<file path="config.mk">
export PLATFORM = sky130hd
export DESIGN_NAME = pixel_word_packer
export DESIGN_NICKNAME = d
export VERILOG_FILES = /design/src/rtl/pix_pkg.sv /design/src/rtl/pix_word_fifo.sv /design/src/rtl/pixel_word_packer.sv
export SDC_FILE = /design/constraint.sdc
export NUM_CORES = 1
export LEC_CHECK = 0
export ABC_AREA = 1
export BUFFER_PORTS_ARGS = -buffer_cell sky130_fd_sc_hd__buf_2
export CAP_MARGIN = 5
export CORE_ASPECT_RATIO = 1.25
export CORE_MARGIN = 3
export CORE_UTILIZATION = 25
export DETAILED_ROUTE_END_ITERATION = 10
export GPL_ROUTABILITY_DRIVEN = 0
export REMOVE_ABC_BUFFERS = 1
export SETUP_SLACK_MARGIN = 0.1
export SLEW_MARGIN = 20
export SYNTH_ARGS = -nofsm -noshare
export SYNTH_HDL_FRONTEND = slang
export SYNTH_SLANG_ARGS = --single-unit
</file>
<file path="constraint.sdc">
create_clock -name clk -period 3.2 [get_ports clk]
set_input_delay 0.64 -clock clk [delete_from_list [all_inputs] [get_ports clk]]
set_output_delay 0.64 -clock clk [all_outputs]
set_load 0.02 [all_outputs]
</file>
<file path="src/rtl/pix_pkg.sv">
// rtl/pix_pkg.sv - shared pixel pipeline constants and data_proc mode encoding
package pix_pkg;

    localparam int PIX_W        = 8;
    localparam int FRAME_DIM    = 32;
    localparam int FRAME_PIX    = FRAME_DIM * FRAME_DIM;
    localparam int PIX_PER_WORD = 4;
    localparam int WORD_W       = PIX_W * PIX_PER_WORD;

    // data_proc processing modes
    localparam logic [1:0] MODE_BYPASS   = 2'd0;
    localparam logic [1:0] MODE_INVERT   = 2'd1;
    localparam logic [1:0] MODE_CONV     = 2'd2;
    localparam logic [1:0] MODE_RESERVED = 2'd3;

endpackage

</file>
<file path="src/rtl/pix_word_fifo.sv">
// rtl/pix_word_fifo.sv - synchronous first-word-fall-through word buffer
module pix_word_fifo
    import pix_pkg::*;
#(
    parameter int W     = pix_pkg::WORD_W + 1,
    parameter int DEPTH = 4
) (
    input  logic         clk,
    input  logic         rst,
    input  logic         push,
    input  logic [W-1:0] push_data,
    input  logic         pop,
    output logic [W-1:0] head,
    output logic         full,
    output logic         empty
);

    localparam int AW = $clog2(DEPTH);

    logic [W-1:0]  mem [DEPTH];
    logic [AW-1:0] wr_ptr;
    logic [AW-1:0] rd_ptr;
    logic [AW:0]   count;
    logic          do_push;
    logic          do_pop;

    assign full    = (count == (AW+1)'(DEPTH));
    assign empty   = (count == '0);
    assign do_push = push && !full;
    assign do_pop  = pop && !empty;
    // Head reads as zero when empty so the outputs stay clean after reset.
    assign head    = empty ? '0 : mem[rd_ptr];

    // Storage array; contents are don't-care until a push marks them valid.
    always_ff @(posedge clk) begin
        if (do_push) begin
            mem[wr_ptr] <= push_data;
        end
    end

    // Pointer and occupancy tracking; simultaneous push and pop keep count.
    always_ff @(posedge clk) begin
        if (rst) begin
            wr_ptr <= '0;
            rd_ptr <= '0;
            count  <= '0;
        end else begin
            if (do_push) wr_ptr <= wr_ptr + 1'b1;
            if (do_pop)  rd_ptr <= rd_ptr + 1'b1;
            if (do_push && !do_pop)      count <= count + 1'b1;
            else if (do_pop && !do_push) count <= count - 1'b1;
        end
    end

endmodule

</file>
<file path="src/rtl/pixel_word_packer.sv">
// rtl/pixel_word_packer.sv - packs pixels into 32-bit words with frame tagging
module pixel_word_packer
    import pix_pkg::*;
#(
    parameter int PIX_W        = pix_pkg::PIX_W,
    parameter int PIX_PER_WORD = pix_pkg::PIX_PER_WORD,
    parameter int FRAME_PIX    = pix_pkg::FRAME_PIX,
    parameter int OBUF_DEPTH   = 4
) (
    input  logic                          clk,
    input  logic                          rst,
    input  logic [PIX_W-1:0]              pixel_in,
    input  logic                          VALID_IN,
    output logic                          READY_OUT,
    input  logic                          flush,
    output logic [PIX_W*PIX_PER_WORD-1:0] word_out,
    output logic                          word_last,
    output logic                          word_valid,
    input  logic                          word_ready,
    output logic                          frame_done,
    output logic [15:0]                   frame_count
);

    localparam int WW     = PIX_W * PIX_PER_WORD;
    localparam int LANE_W = $clog2(PIX_PER_WORD);
    localparam int CNT_W  = $clog2(FRAME_PIX);

    typedef struct packed {
        logic          last;
        logic [WW-1:0] data;
    } entry_t;

    logic [LANE_W-1:0] lane;
    logic [CNT_W-1:0]  pix_cnt;
    logic [WW-1:0]     word_reg;
    logic [WW-1:0]     word_next;
    logic              flush_pend;
    logic              accept;
    logic              lane_last;
    logic              flush_req;
    logic              partial;
    logic              push;
    logic              pop;
    logic              obuf_full;
    logic              obuf_empty;
    entry_t            push_entry;
    entry_t            head_entry;

    assign lane_last = (lane == LANE_W'(PIX_PER_WORD - 1));
    // A pending flush freezes intake so the pad word closes the frame cleanly.
    assign READY_OUT = !flush_pend && (!lane_last || !obuf_full);
    assign accept    = VALID_IN && READY_OUT;
    assign flush_req = flush || flush_pend;
    assign partial   = (lane != '0) || accept;
    assign pop       = word_valid && word_ready;

    // Merge the incoming pixel into its lane and decide whether a word leaves.
    always_comb begin
        word_next = word_reg;
        push      = 1'b0;
        if (accept) begin
            word_next[lane*PIX_W +: PIX_W] = pixel_in;
        end
        push_entry.data = word_next;
        push_entry.last = 1'b0;
        if (flush_req && partial && !obuf_full) begin
            push            = 1'b1;
            push_entry.last = 1'b1;
        end else if (accept && lane_last) begin
            push            = 1'b1;
            push_entry.last = (pix_cnt == CNT_W'(FRAME_PIX - 1));
        end
    end

    // Lane, pixel counter, word staging and flush-pending state.
    always_ff @(posedge clk) begin
        if (rst) begin
            lane       <= '0;
            pix_cnt    <= '0;
            word_reg   <= '0;
            flush_pend <= 1'b0;
        end else if (flush_req && !partial) begin
            pix_cnt    <= '0;
            flush_pend <= 1'b0;
        end else if (flush_req && !obuf_full) begin
            lane       <= '0;
            pix_cnt    <= '0;
            word_reg   <= '0;
            flush_pend <= 1'b0;
        end else begin
            if (flush_req) flush_pend <= 1'b1;
            if (accept) begin
                pix_cnt <= (pix_cnt == CNT_W'(FRAME_PIX - 1)) ? '0 : pix_cnt + 1'b1;
                if (lane_last) begin
                    lane     <= '0;
                    word_reg <= '0;
                end else begin
                    lane     <= lane + 1'b1;
                    word_reg <= word_next;
                end
            end
        end
    end

    // Frame completion is signalled when the last word actually leaves.
    always_ff @(posedge clk) begin
        if (rst) begin
            frame_done  <= 1'b0;
            frame_count <= '0;
        end else begin
            frame_done <= pop && head_entry.last;
            if (pop && head_entry.last) frame_count <= frame_count + 1'b1;
        end
    end

    pix_word_fifo #(
        .W     ($bits(entry_t)),
        .DEPTH (OBUF_DEPTH)
    ) u_obuf (
        .clk       (clk),
        .rst       (rst),
        .push      (push),
        .push_data (push_entry),
        .pop       (pop),
        .head      (head_entry),
        .full      (obuf_full),
        .empty     (obuf_empty)
    );

    assign word_valid = !obuf_empty;
    assign word_out   = head_entry.data;
    assign word_last  = head_entry.last;

endmodule
</file>
==> flow_metrics.py <==
metrics = {
    "floorplan": {
        "die_w_microns": 179,
        "rows": 78,
        "die-area_sq_um": 39900,
        "die_h_microns": 223,
        "core_area_sq_um": 36700,
        "start_util_pct": 25.6,
        "ioPinCount": 65,
    },
    "timing": {
        "finalHoldViolCount": 0,
        "min_period_over_period_pct": 88.0,
        "slew_headroom_pct": 50.6,
        "rsz0062_at_grt": "false",
        "finClkSkew_ns": 0.0131,
        "hold_slack_ns": 0.465,
        "fmax_mhz": 355,
        "period_needed_ns": 2.82,
        "slew_violations": 0,
        "setup_violations": 0,
        "tightest_slew_ns": 0.740,
        "fin_tns_setup_ns": 0,
    },
    "logic_synthesis": {
        "yosysSeqAreaShare_pct": 57.4,
        "netlist_area_sq_um": 9380,
        "avgSynthCellArea_sq_um": 8.59,
        "synth_xor_area_share_pct": 0.841,
        "syn_inst": 1092,
        "synthSimpleGateAreaFrac_pct": 23.5,
        "synth_compound_area_share_pct": 10.6,
        "yosys_register_bits": 203,
        "synth_fa_ha_area_share_pct": 1.95,
        "synth_top_family_by_area": "simple AND/OR/NAND/NOR gates",
        "synthMuxAreaShare_pct": 0,
        "yosys_warnings": 0,
        "synth_cell_type_count": 26,
    },
    "global_route": {
        "grtUsageMet2_pct": 20.4,
        "antenna_found_initial": 1,
        "grt_util_all_layers_pct": 11.5,
        "busiest_layer": "met2",
        "grt_max_degree": 68,
        "use_met3_pct": 1.73,
        "gr-total-overflow": 0,
        "met1_usage_pct": 14.4,
        "first_global_vias": 7184,
        "grt_pass1_wl_mm": 37.4,
    },
    "critical_path": {
        "cp-start-kind": "register",
        "criticalPathCategory": "register to output port",
        "reg2reg_depth": 14,
        "crit_required_ns": 2.56,
        "crit_arrival_ns": 2.18,
        "rrSetupSlack_ns": 0.60,
        "end_kind": "output port",
        "worstPathMaxFanout": 44,
        "r2r_end": "u_obuf.count[2]",
        "worstReg2RegStart": "lane[0]",
    },
    "cts": {
        "clk_path_buf_depth": 3,
        "cts_root_buffer": "clkbuf_16",
        "cts_buffers": 22,
        "clkSinkCount": 203,
        "cts.htree.levels": 1,
        "cts_tree": "done",
        "cts_setup_buffers": 0,
        "clk_latency_ns": 0.50,
        "clk_pin_slew_ns": 0.06,
    },
    "placed_design": {
        "dpl-instance-area_sq_um": 10200,
        "port_buffers": 64,
        "dp_hpwl_mm": 14.5,
    },
    "run": {
        "cap_viol_max_count": 0,
    },
    "drt": {
        "via_per_inst": 4.51,
        "wl_per_cell_microns": 14.2,
        "dr.first_iter.drc_count": 471,
        "finalWirelength_mm": 23.2,
        "drt_first_pass_iters": 5,
        "vias": 7363,
        "ant_nets": 0,
        "drc": 0,
    },
    "cells_and_area": {
        "layout-drive-gt1-share_pct": 11.3,
        "finalNetCount": 1165,
        "area_delta_synth_final_pct": 16.1,
        "design_area_sq_um": 10900,
        "fillCellCount": 3871,
        "fin_util_pct": 29.7,
        "largest_register_ff_count": 132,
        "num_antenna_cells": 0,
    },
    "worst_hold_path": {
        "min_to": "u_obuf.rd_ptr[1]",
        "min_from": "u_obuf.rd_ptr[1]",
        "holdPathStages": 2,
        "hold_path_class": "register to register",
    },
    "pwr": {
        "power_density_nw_per_um2": 779,
        "power_mw": 8.47,
        "peakVddDrop_mv": 0.354,
        "leakage_nw": 4.25,
    },
    "outcome": {
        "outcome": "finished clean",
    },
}
## Yosys cell counts
cell type | count | area share [%]
nand2_1 | 298 | 12
nor2_1 | 174 | 7.0
edfxtp_1 | 132 | 42
o21ai_0 | 108 | 5.8
a21oi_1 | 89 | 4.8
dfxtp_1 | 71 | 15
inv_1 | 59 | 2.4
nand3_1 | 38 | 2.0
nand4_1 | 25 | 1.7
buf_2 | 22 | 1.2
clkbuf_1 | 22 | 0.88
ha_1 | 13 | 1.7
inv_2 | 6 | 0.24
xor2_1 | 6 | 0.56
buf_6 | 5 | 0.60
buf_1 | 4 | 0.16
nor3_1 | 4 | 0.21
buf_4 | 3 | 0.24
xnor2_1 | 3 | 0.28
nor2_2 | 2 | 0.13
nor2_4 | 2 | 0.24
o21ai_1 | 2 | 0.11
fa_1 | 1 | 0.21
nand2_2 | 1 | 0.067
nand3_4 | 1 | 0.19
or2_1 | 1 | 0.067
## cells by family (layout without fill, tap and decap cells)
kind of cell,after synthesis,after routing
buffers and inverters,121,183
flip-flops,203,203
XOR/XNOR,9,9
adder cells (fa/ha/maj),14,14
AO/OA/AOI/OAI,199,199
AND/OR/NAND/NOR,546,546
## where the power goes
group / leakage [nW] / total, mW / switching (mW) / internal (mW)
clock: 0.343 / 2.48 / 1.02 / 1.46
sequential: 1.80 / 3.35 / 0.166 / 3.18
combinational: 2.10 / 2.64 / 1.91 / 0.736
total: 4.25 / 8.47 / 3.09 / 5.38
## final cells by class
class                      instances  area [sq um]  area share, %
sequential                       203          5390           49.5
multi-input combinational        768          3490           32.1
clock buffer                      29           628           5.77
tap                              480           601           5.52
timing repair buffer              78           442           4.06
inverter                          65           246           2.27
clock inverter                    11          83.8          0.770
## cells in the final DEF, fill, tap and decap left out, types with 2 or more instances in the layout
| master | count |
|---|---|
| nand2_1 | 298 |
| nor2_1 | 170 |
| edfxtp_1 | 132 |
| o21ai_0 | 108 |
| a21oi_1 | 89 |
| dfxtp_1 | 69 |
| buf_2 | 64 |
| inv_1 | 59 |
| nand3_1 | 38 |
| nand4_1 | 25 |
| clkbuf_16 | 23 |
| ha_1 | 13 |
| buf_4 | 12 |
| nor2_4 | 6 |
| xor2_1 | 6 |
| inv_2 | 5 |
| nor3_1 | 4 |
| clkinv_2 | 4 |
| xnor2_1 | 3 |
| clkinvlp_4 | 3 |
| clkinv_1 | 3 |
| clkbuf_1 | 3 |
| clkbuf_8 | 3 |
| nor2_2 | 2 |
| o21ai_1 | 2 |
## critical path, stage by stage, from the launching register on
cell and delay (ns):
dfxtp_4 0.53, buf_6 0.35, nor2_1 0.09, nor2_1 0.09
o21ai_0 0.08, a21oi_1 0.26, buf_2 0.22
## worst max path at each step
stage / from / to / cells past startpoint / slack [ns]
2_1_floorplan: lane[0] / u_obuf.mem[0][0] / 6 / -0.72
3_5_place_dp: lane[0] / u_obuf.count[2] / 14 / 0.44
4_1_cts: register / word_out[30] / 5 / 0.1
5_1_grt: register / word_out[3] / 6 / 0.22
6_report: register / word_out[1] / 6 / 0.38
3_3_place_gp: lane[0] / u_obuf.count[2] / 14 / 0.41
## what timing repair did
item                                    in CTS  in global routing
endpoints found under the setup margin       3                 19
gates cloned                                 0                  0
hold buffers                                 0                  0
gates resized for setup                      1                  4
## metrics by stage
stage	setup WS [ns]	cells
floorplan	-0.719	1036
global placement	0.412	1594
detailed placement	0.443	1594
CTS	0.0987	1634
global route	0.224	1634
finish	0.385	1634
## routing by layer
metal | routed length [microns] | vias to the layer above
met1 | 9900 | 3442
met3 | 1120 | 43
li1 | - | 3719
met5 | 7 | -
met4 | 608 | 2
met2 | 11600 | 157
No activity file was read; power rests on OpenSTA's default activity.
